[config.mk]
export PLATFORM = sky130hd
export DESIGN_NAME = ma_stage_flat
export DESIGN_NICKNAME = d
export VERILOG_FILES = /design/src/rtl/ma_pkg.sv /design/src/rtl/ma_stage_if.sv /design/src/rtl/ma_watchdog.sv /design/src/rtl/ma_stage.sv /design/src/flat_wrapper.sv
export SDC_FILE = /design/constraint.sdc
export NUM_CORES = 1
export LEC_CHECK = 0
export ABC_AREA = 1
export CAP_MARGIN = 20
export CORE_AREA = 4 4 127 129
export DETAILED_ROUTE_END_ITERATION = 10
export DIE_AREA = 0 0 131 133
export PLACE_DENSITY = 0.84
export SYNTH_ARGS = -nofsm -noshare
export SYNTH_HDL_FRONTEND = slang
export SYNTH_SLANG_ARGS = --single-unit
[constraint.sdc]
create_clock -name clk -period 6.25 [get_ports clk]
set_input_delay 1.25 -clock clk [delete_from_list [all_inputs] [get_ports clk]]
set_output_delay 1.25 -clock clk [all_outputs]
set_load 0.005 [all_outputs]
[src/rtl/ma_pkg.sv]
// ma_pkg: shared constants and types for the memory-access stage.
//   OP_LD / OP_ST      : memory opcodes (instruction bits [OPC_HI:OPC_LO])
//   NOP_INST           : all-zero pipeline bubble
//   ma_state_t         : IDLE / BUSY / DONE transfer state
//   opcode_of()        : extracts the opcode field from an instruction word
package ma_pkg;

    localparam int OPC_HI = 31;
    localparam int OPC_LO = 26;

    localparam logic [5:0]  OP_LD    = 6'b100011;
    localparam logic [5:0]  OP_ST    = 6'b101011;
    localparam logic [31:0] NOP_INST = 32'd0;

    typedef enum logic [1:0] {
        IDLE = 2'd0,
        BUSY = 2'd1,
        DONE = 2'd2
    } ma_state_t;

    function automatic logic [5:0] opcode_of(input logic [31:0] inst);
        return inst[OPC_HI:OPC_LO];
    endfunction

endpackage

[src/rtl/ma_stage_if.sv]
// ma_stage_if: data-memory req/ack bus between the MA stage and memory.
//   mem_req   : transfer request (master -> slave)
//   mem_we    : 1 = store, 0 = load
//   mem_addr  : word-aligned address
//   mem_wdata : store data
//   mem_rdata : load data, valid with mem_ack (slave -> master)
//   mem_ack   : transfer complete (slave -> master)
interface ma_stage_if;

    logic        mem_req;
    logic        mem_we;
    logic [31:0] mem_addr;
    logic [31:0] mem_wdata;
    logic [31:0] mem_rdata;
    logic        mem_ack;

    modport master (
        output mem_req, mem_we, mem_addr, mem_wdata,
        input  mem_rdata, mem_ack
    );

    modport slave (
        input  mem_req, mem_we, mem_addr, mem_wdata,
        output mem_rdata, mem_ack
    );

endinterface

[src/rtl/ma_watchdog.sv]
// ma_watchdog: BUSY-cycle counter that flags a stuck memory transfer.
//   clk, rst : clock, asynchronous active-high reset
//   start    : clears the counter (transfer being issued)
//   tick     : one BUSY cycle elapsed without ack
//   expired  : this tick brings the count to TIMEOUT_CYCLES
module ma_watchdog #(
    parameter int TIMEOUT_CYCLES = 255
) (
    input  logic clk,
    input  logic rst,
    input  logic start,
    input  logic tick,
    output logic expired
);

    localparam int CW_RAW = $clog2(TIMEOUT_CYCLES + 1);
    localparam int CW     = (CW_RAW < 8) ? 8 : CW_RAW;

    logic [CW-1:0] count_reg;

    always_ff @(posedge clk or posedge rst) begin
        if (rst) begin
            count_reg <= '0;
        end else if (start) begin
            count_reg <= '0;
        end else if (tick) begin
            count_reg <= count_reg + 1'b1;
        end
    end

    // Fires on the tick that would make the count equal TIMEOUT_CYCLES, so
    // the stage leaves BUSY after exactly TIMEOUT_CYCLES ack-less cycles.
    assign expired = tick && (count_reg == CW'(TIMEOUT_CYCLES - 1));

endmodule

[src/rtl/ma_stage.sv]
// ma_stage: RISC pipeline memory-access stage.
// Decodes the EX/MA instruction, runs LD/ST transfers over the req/ack bus
// and stalls upstream while a transfer is outstanding.
//   clk, rst         : clock, asynchronous active-high reset
//   alu_res_in       : ALU result / memory address
//   op2_in           : store data
//   inst_in          : instruction from EX/MA
//   stall_out        : hold EX/MA while high
//   data_out/inst_out: toward MA/RW register
//   align_err        : sticky misaligned LD/ST flag
//   bus_err          : sticky transfer-timeout flag
//   mem              : data-memory bus (master side)
// Optional feature macro: MA_TIMEOUT_EN enables the transfer watchdog
// (ma_watchdog, TIMEOUT_CYCLES); without it BUSY waits forever and bus_err=0.
module ma_stage
    import ma_pkg::*;
#(
    parameter int TIMEOUT_CYCLES = 255
) (
    input  logic        clk,
    input  logic        rst,
    input  logic [31:0] alu_res_in,
    input  logic [31:0] op2_in,
    input  logic [31:0] inst_in,
    output logic        stall_out,
    output logic [31:0] data_out,
    output logic [31:0] inst_out,
    output logic        align_err,
    output logic        bus_err,
    ma_stage_if.master  mem
);

    ma_state_t   state_reg, state_next;
    logic [31:0] inst_lat_reg;
    logic [31:0] rdata_lat_reg;
    logic [31:0] addr_reg;
    logic [31:0] wdata_reg;
    logic        req_reg;
    logic        we_reg;
    logic        align_err_reg;

    logic        is_mem;
    logic        aligned;
    logic        lat_is_ld;
    logic        start_xfer;
    logic        timeout_hit;
    logic        abort_done;

    assign is_mem     = (opcode_of(inst_in) == OP_LD) || (opcode_of(inst_in) == OP_ST);
    assign aligned    = (alu_res_in[1:0] == 2'b00);
    assign lat_is_ld  = (opcode_of(inst_lat_reg) == OP_LD);
    assign start_xfer = (state_reg == IDLE) && is_mem && aligned;

    assign mem.mem_req   = req_reg;
    assign mem.mem_we    = we_reg;
    assign mem.mem_addr  = addr_reg;
    assign mem.mem_wdata = wdata_reg;
    assign align_err     = align_err_reg;

    // Next state and the combinational outputs toward MA/RW.
    always_comb begin
        state_next = state_reg;
        stall_out  = 1'b0;
        data_out   = alu_res_in;
        inst_out   = inst_in;
        case (state_reg)
            IDLE: begin
                if (is_mem) begin
                    inst_out = NOP_INST;
                    data_out = 32'd0;
                    if (aligned) begin
                        stall_out  = 1'b1;
                        state_next = BUSY;
                    end
                end
            end
            BUSY: begin
                stall_out = 1'b1;
                inst_out  = NOP_INST;
                data_out  = 32'd0;
                if (mem.mem_ack || timeout_hit) begin
                    state_next = DONE;
                end
            end
            DONE: begin
                state_next = IDLE;
                if (abort_done) begin
                    inst_out = NOP_INST;
                    data_out = 32'd0;
                end else begin
                    inst_out = inst_lat_reg;
                    data_out = lat_is_ld ? rdata_lat_reg : addr_reg;
                end
            end
            default: begin
                state_next = IDLE;
            end
        endcase
    end

    always_ff @(posedge clk or posedge rst) begin
        if (rst) begin
            state_reg <= IDLE;
        end else begin
            state_reg <= state_next;
        end
    end

    // Transfer latches and bus registers. The latched address doubles as
    // mem_addr and as the ST result presented in DONE.
    always_ff @(posedge clk or posedge rst) begin
        if (rst) begin
            inst_lat_reg  <= '0;
            rdata_lat_reg <= '0;
            addr_reg      <= '0;
            wdata_reg     <= '0;
            req_reg       <= 1'b0;
            we_reg        <= 1'b0;
            align_err_reg <= 1'b0;
        end else begin
            case (state_reg)
                IDLE: begin
                    if (is_mem) begin
                        if (aligned) begin
                            inst_lat_reg <= inst_in;
                            addr_reg     <= {alu_res_in[31:2], 2'b00};
                            wdata_reg    <= op2_in;
                            we_reg       <= (opcode_of(inst_in) == OP_ST);
                            req_reg      <= 1'b1;
                        end else begin
                            align_err_reg <= 1'b1;
                        end
                    end
                end
                BUSY: begin
                    // Ack wins over a simultaneous timeout.
                    if (mem.mem_ack) begin
                        if (lat_is_ld) begin
                            rdata_lat_reg <= mem.mem_rdata;
                        end
                        req_reg <= 1'b0;
                    end else if (timeout_hit) begin
                        req_reg <= 1'b0;
                    end
                end
                default: begin
                end
            endcase
        end
    end

`ifdef MA_TIMEOUT_EN
    logic bus_err_reg;
    logic abort_reg;

    ma_watchdog #(
        .TIMEOUT_CYCLES (TIMEOUT_CYCLES)
    ) u_watchdog (
        .clk     (clk),
        .rst     (rst),
        .start   (start_xfer),
        .tick    ((state_reg == BUSY) && !mem.mem_ack),
        .expired (timeout_hit)
    );

    // abort_reg marks a DONE reached by timeout so it presents a bubble.
    always_ff @(posedge clk or posedge rst) begin
        if (rst) begin
            bus_err_reg <= 1'b0;
            abort_reg   <= 1'b0;
        end else begin
            if (start_xfer) begin
                abort_reg <= 1'b0;
            end
            if (timeout_hit) begin
                bus_err_reg <= 1'b1;
                abort_reg   <= 1'b1;
            end
        end
    end

    assign bus_err    = bus_err_reg;
    assign abort_done = abort_reg;
`else
    logic unused_timeout_param;

    assign timeout_hit          = 1'b0;
    assign bus_err              = 1'b0;
    assign abort_done           = 1'b0;
    assign unused_timeout_param = (TIMEOUT_CYCLES != 0);
`endif

endmodule
[src/flat_wrapper.sv]
// flat-port wrapper written by rule: the top's interface ports become plain ports
module ma_stage_flat import ma_pkg::*;
#(
    parameter int TIMEOUT_CYCLES = 255
)
  (clk, rst, alu_res_in, op2_in, inst_in, stall_out, data_out, inst_out, align_err, bus_err, mem_mem_req, mem_mem_we, mem_mem_addr, mem_mem_wdata, mem_mem_rdata, mem_mem_ack);
  ma_stage_if mem_i ();
  input  logic clk;
  input  logic rst;
  input  logic [31:0] alu_res_in;
  input  logic [31:0] op2_in;
  input  logic [31:0] inst_in;
  output logic stall_out;
  output logic [31:0] data_out;
  output logic [31:0] inst_out;
  output logic align_err;
  output logic bus_err;
  output wire logic [$bits(mem_i.mem_req)-1:0] mem_mem_req;
  output wire logic [$bits(mem_i.mem_we)-1:0] mem_mem_we;
  output wire logic [$bits(mem_i.mem_addr)-1:0] mem_mem_addr;
  output wire logic [$bits(mem_i.mem_wdata)-1:0] mem_mem_wdata;
  input wire logic [$bits(mem_i.mem_rdata)-1:0] mem_mem_rdata;
  input wire logic [$bits(mem_i.mem_ack)-1:0] mem_mem_ack;
  assign mem_mem_req = mem_i.mem_req;
  assign mem_mem_we = mem_i.mem_we;
  assign mem_mem_addr = mem_i.mem_addr;
  assign mem_mem_wdata = mem_i.mem_wdata;
  assign mem_i.mem_rdata = mem_mem_rdata;
  assign mem_i.mem_ack = mem_mem_ack;
  ma_stage #(.TIMEOUT_CYCLES(TIMEOUT_CYCLES)) u_core (.clk(clk), .rst(rst), .alu_res_in(alu_res_in), .op2_in(op2_in), .inst_in(inst_in), .stall_out(stall_out), .data_out(data_out), .inst_out(inst_out), .align_err(align_err), .bus_err(bus_err), .mem(mem_i));
endmodule
==> results.ini <==
[layout]
drive_above_1_share_pct=4.25
ff_latch_area_um2=3280
area_delta_synth_final_pct=49.7
multi_input_area_um2=2680
nFillCells=1253
nets=1249
diodes=0
layoutNonFillerInstCount=1317

[drt]
drt_iter0_drc=425
wl_um=20100
ant_nets=0
num_vias=6443
drc_errors=0
wire_per_inst_um=15.2
drtPass1Iterations=5
viasPerCell=4.89

[pwr]
p_leak_nw=5.10
p_total_mw=2.51
powerDensity_nw_per_um2=259
vdd_drop_max_v=0.000163

[placed_design]
gp_congestion=0.799
place_inst=1285
io_buffers=260
hpwl_um=13400

[timing]
slew_headroom_pct=30.7
fin_crit_ns=5.01
hold_viol=0
fmax_mhz=199
rsz0062_at_grt=no
finalMaxSlewViolations=0
finalCritPeriodShare_pct=80.2
tns_ns=0
worst_pin_slew_ns=1.04
finClkSkew_ns=0.00689
setup_viol=0

[yosys]
synth_warnings=0
yosysUniqueCellTypes=20
synth_top_cell_area_share_pct=50.7
synth_area_leaders=dfrtp_1 (51%), nand2_1 (31%), nand3_1 (5.1%)
synth_top_flop_cell=dfrtp_1
synth_seq_cells=131
ys_top_cells_by_count=nand2_1 (531), dfrtp_1 (131), nand3_1 (66), inv_1 (43), nand3b_1 (30)
synth_area_leader_cell=dfrtp_1
synth_seq_area_share_pct=50.7
syn-mean-instance-area_um2=7.35
netlist_area_um2=6470
synthArstFlopShare_pct=100
synth_edf_count=0
yosys.cell_count.top_type=nand2_1
synthCells=880

[floorplanning]
dieHeight_um=133
io_pins=264
core_area_um2=15000
die_area_um2=17400
initial_core_util_pct=43.0
die_w_um=131
rows=45

[cts]
cts_setup_buffers=0
clk_latency_ns=0.41
hold_buffers=0
numClockSinks=131
cts_htree_levels=4
cts-buffers-inserted=17
cts_tree=built
path_clk_slew_ns=0.05
cts_resized=0
cts_root_buf=clkbuf_16
cts_max_path_buffers=2

[global_routing]
antenna_found_initial=0
grt_pass1_vias=6354
grt_first_pass_wirelength_um=31500
grt_max_degree=96
grt_remaining_overflow=0
grt_usage_pct=22.9

[run_status]
status=finished, final reports clean

[setup_path]
crit_path_start_kind=input pin
path_max_fanout=38
crit_arrival_ns=3.76
endpoint_kind=primary output
critPathRequiredTime_ns=5.00
critPathKind=in2out

[job]
drv_cap=0

[hold_path]
hold_path.class=reg2reg

worst paths after layout:
kind / startpoint / endpoint / slack [ns] / cells past startpoint
min: u_core.rdata_lat_reg[9]$_DFFE_PP0P_ / u_core.rdata_lat_reg[9]$_DFFE_PP0P_ / 0.46 / 2
max in group asynchronous: rst / u_core.rdata_lat_reg[9]$_DFFE_PP0P_ / 3.76 / 3
min in group asynchronous: rst / u_core.mem.mem_wdata[21]$_DFFE_PP0P_ / 1.38 / 2
max: inst_in[27] / inst_out[27] / 1.24 / 10
max reg2reg: u_core.inst_lat_reg[28]$_DFFE_PP0P_ / u_core.rdata_lat_reg[8]$_DFFE_PP0P_ / 4.17 / 9
min reg2reg: u_core.rdata_lat_reg[9]$_DFFE_PP0P_ / u_core.rdata_lat_reg[9]$_DFFE_PP0P_ / 0.46 / 2
per-layer routing:
metal | track usage (%) | up-vias | wire length [um]
li1 | - | 3159 | -
met1 | 27.4 | 3034 | 7990
met2 | 38.1 | 214 | 10200
met3 | 6.78 | 36 | 1440
met4 | 9.09 | 0 | 484
met5 | 0 | - | 0
through the flow:
step                      hold WS, ns  instance area [um2]  utilization (%)  setup WS, ns
after floorplan                 0.433                 6480                -          1.50
after CTS                       0.463                 9640             64.1          1.23
after global routing            0.481                 9690             64.4          1.03
after detailed placement        0.449                 9040             60.1          1.23
final                           0.462                 9690             64.4          1.24
after global placement          0.444                 9040             60.1          1.27
placed cells by master (no fill, tap or decap):
master,n
dfrtp_1,131
nand2_4,1
nand2_2,1
nand2_1,530
clkbuf_16,17
buf_12,1
nor2_1,5
inv_1,42
conb_1,3
buf_16,1
clkbuf_8,5
nand4_1,1
clkdlybuf4s50_1,260
inv_2,4
nand3b_1,30
clkbuf_1,4
inv_4,1
buf_4,7
nand3_1,66
o31ai_1,1
o21bai_1,1
inv_6,1
nor2_2,5
clkinv_2,1
o21ai_0,7
bufinv_16,3
where the power goes:
| group | switching (mW) | internal (mW) | total (mW) | leakage [nW] |
|---|---|---|---|---|
| clock network | 0.351 | 0.676 | 1.03 | 0.296 |
| logic | 0.214 | 0.282 | 0.496 | 3.05 |
| registers | 0.0552 | 0.933 | 0.988 | 1.75 |
layout make-up:
cell class | count | share of cell area, %
multi-input combinational | 651 | 27.7
clock inverter | 4 | 0.982
timing repair buffer | 269 | 27.9
inverter | 48 | 1.94
clock buffer | 26 | 5.26
sequential | 131 | 33.8
tap | 188 | 2.43
worst max-delay path: stages:
cell and delay [ns]:
clkdlybuf4s50_1 0.42, nand2_1 0.11, inv_1 0.06, nand3_1 0.14, nand2_1 0.09, nand2_2 0.58, buf_4 0.41, nand2_1 0.07
o21ai_0 0.08, clkdlybuf4s50_1 0.53
cells by family after synthesis:
logic type | count (synthesis) | synth area share [%]
other cells | 1 | 0.0579
compound gates | 9 | 0.773
flops | 131 | 50.7
simple gates | 639 | 40.3
buf+inv | 100 | 8.20
(Power assumes the default switching activity.)
==> variant (config.mk and constraints unchanged) <==
Register the output `align_err` once more; this adds one clock of latency there. The other outputs are not delayed to match.
--- a/src/rtl/ma_stage.sv
+++ b/src/rtl/ma_stage.sv
@@ -57,3 +57,5 @@
     assign mem.mem_wdata = wdata_reg;
-    assign align_err     = align_err_reg;
+    always_ff @(posedge clk) begin
+        align_err <= align_err_reg;
+    end
 
Behaviour: not the same (Yosys sat finds a counterexample within 4 cycles, from zero or initial values and one cycle with rst high).
==> variant against the original RTL <==
Worst setup slack improved by 570 ps. Hold slack got worse by 98 ps. Area after synthesis is 3.5% higher. Sequential cell count up 1. Critical path depth shrank 2. Routed wire length up 10%. Maximum frequency up 13%. Clock power decreased by 6%. Design area is 2.6% higher. Sequential share of layout area is 0.67 points lower. Power down 1.8%. Critical path type unchanged.
==> variant: results <==
[outcome]
status = finished, final reports clean

[global_routing]
grt_pass1_vias = 6727
grt_pass1_wl_um = 34800
antenna_found_initial = 0
grt_max_degree = 95
grt_use_total_pct = 25.1

[place]
place.gp.congestion = 0.844
post-dp-hpwl_um = 14700
portBuffers = 260

[sta]
setup_violations = 0
slew_violations = 0
slew-limit-headroom_pct = 30.5
finClkSkew_ps = 5.04

[setup_path]
path_max_fanout = 43
crit_end = inst_out[29]
rrSetupSlack_ps = 3620
r2r_end = u_core.rdata_lat_reg[3]$_DFFE_PP0P_
rr_startpoint = u_core.inst_lat_reg[29]$_DFFE_PP0P_
r2r_cells = 9

[final_layout]
num_antenna_cells = 0
nets = 1284
drive_gt1_share_pct = 4.64
fillers = 1291

[pwr]
p_int_mw = 1.81
ir_drop_mv = 0.189
leakagePower_nw = 5.06

[synth]
yosysSeqAreaShare_pct = 49.2
synthArstFlopShare_pct = 99.2
ys_top_cells_by_area = dfrtp_1, nand2_1, nand3_1
ys_top_cells_by_count = nand2_1, nand3_1, dfrtp_1
synth_cell_types = 19
yosysWarningCount = 0

[cts]
cts_setup_buffers = 0
clock_latency_ps = 400
cts_resized = 0
clkTransAtPathRegs_ps = 60
cts_root_buffer = clkbuf_16

[route]
viasPerCell = 5.25
first_iter_violations = 487
firstDrtPassIters = 5
wire_per_inst_um = 16.3

[hold_path]
hp-class = reg -> reg
-- variant: metrics by stage --
stage | worst slack (ps) | hold WS (ps) | cell area, um2 | cells
floorplan | 1500 | 342 | 6710 | 930
detailed placement | 1790 | 356 | 9320 | 1320
finish | 1810 | 364 | 9940 | 1353
CTS | 1790 | 370 | 9900 | 1351
global placement | 1840 | 354 | 9320 | 1320
global route | 1680 | 375 | 9940 | 1353
-- variant: logic make-up after synthesis --
logic type | count (synthesis) | synth area share (%)
AO/OA/AOI/OAI | 6 | 0.523
buffers and inverters | 148 | 9.38
flip-flops | 132 | 49.2
other | 1 | 0.0560
AND/OR/NAND/NOR | 641 | 40.8
-- variant: critical path, stage by stage --
cell and delay, ps:
clkdlybuf4s50_1 420, nand2_1 140, inv_1 80, nand4_1 110, buf_4 410, nand3_1 130, nand2_1 130, clkdlybuf4s50_1 510
-- variant: metal layers --
metal	vias to the layer above	wire, um	GRT usage [%]
met4	0	627	8.91
met5	-	0	0
met3	45	2010	7.19
li1	3365	-	-
met1	3344	8700	31.7
met2	349	10700	40.9
-- variant: power by group through the flow --
stage	combinational [mW]	sequential (mW)	clock (mW)
detailed placement	0.511	1.00	0
finish	0.508	0.993	0.964
global route	0.564	1.00	1.03
global placement	0.504	1.00	0
CTS	0.513	0.992	0.983
floorplan	0.196	1.00	0
-- variant: area by class of cell --
cell class | instances | area share [%]
Multi-Input combinational cell | 650 | 28.2
Clock buffer | 18 | 4.42
Tap cell | 188 | 2.37
Sequential cell | 132 | 33.2
Inverter | 80 | 3.07
Timing Repair Buffer | 272 | 27.4
Clock inverter | 13 | 1.37
-- variant: worst min path at each step --
stage	start	endpoint	slack (ps)	depth (start not counted)
2_1_floorplan	u_core.align_err_reg$_DFFE_PP0P_	u_core.align_err$_DFF_P_	340	0
3_3_place_gp	u_core.align_err_reg$_DFFE_PP0P_	u_core.align_err$_DFF_P_	350	0
3_5_place_dp	u_core.align_err_reg$_DFFE_PP0P_	u_core.align_err$_DFF_P_	360	0
4_1_cts	u_core.align_err_reg$_DFFE_PP0P_	u_core.align_err$_DFF_P_	370	0
5_1_grt	u_core.align_err_reg$_DFFE_PP0P_	u_core.align_err$_DFF_P_	380	0
6_report	u_core.align_err_reg$_DFFE_PP0P_	u_core.align_err$_DFF_P_	360	0
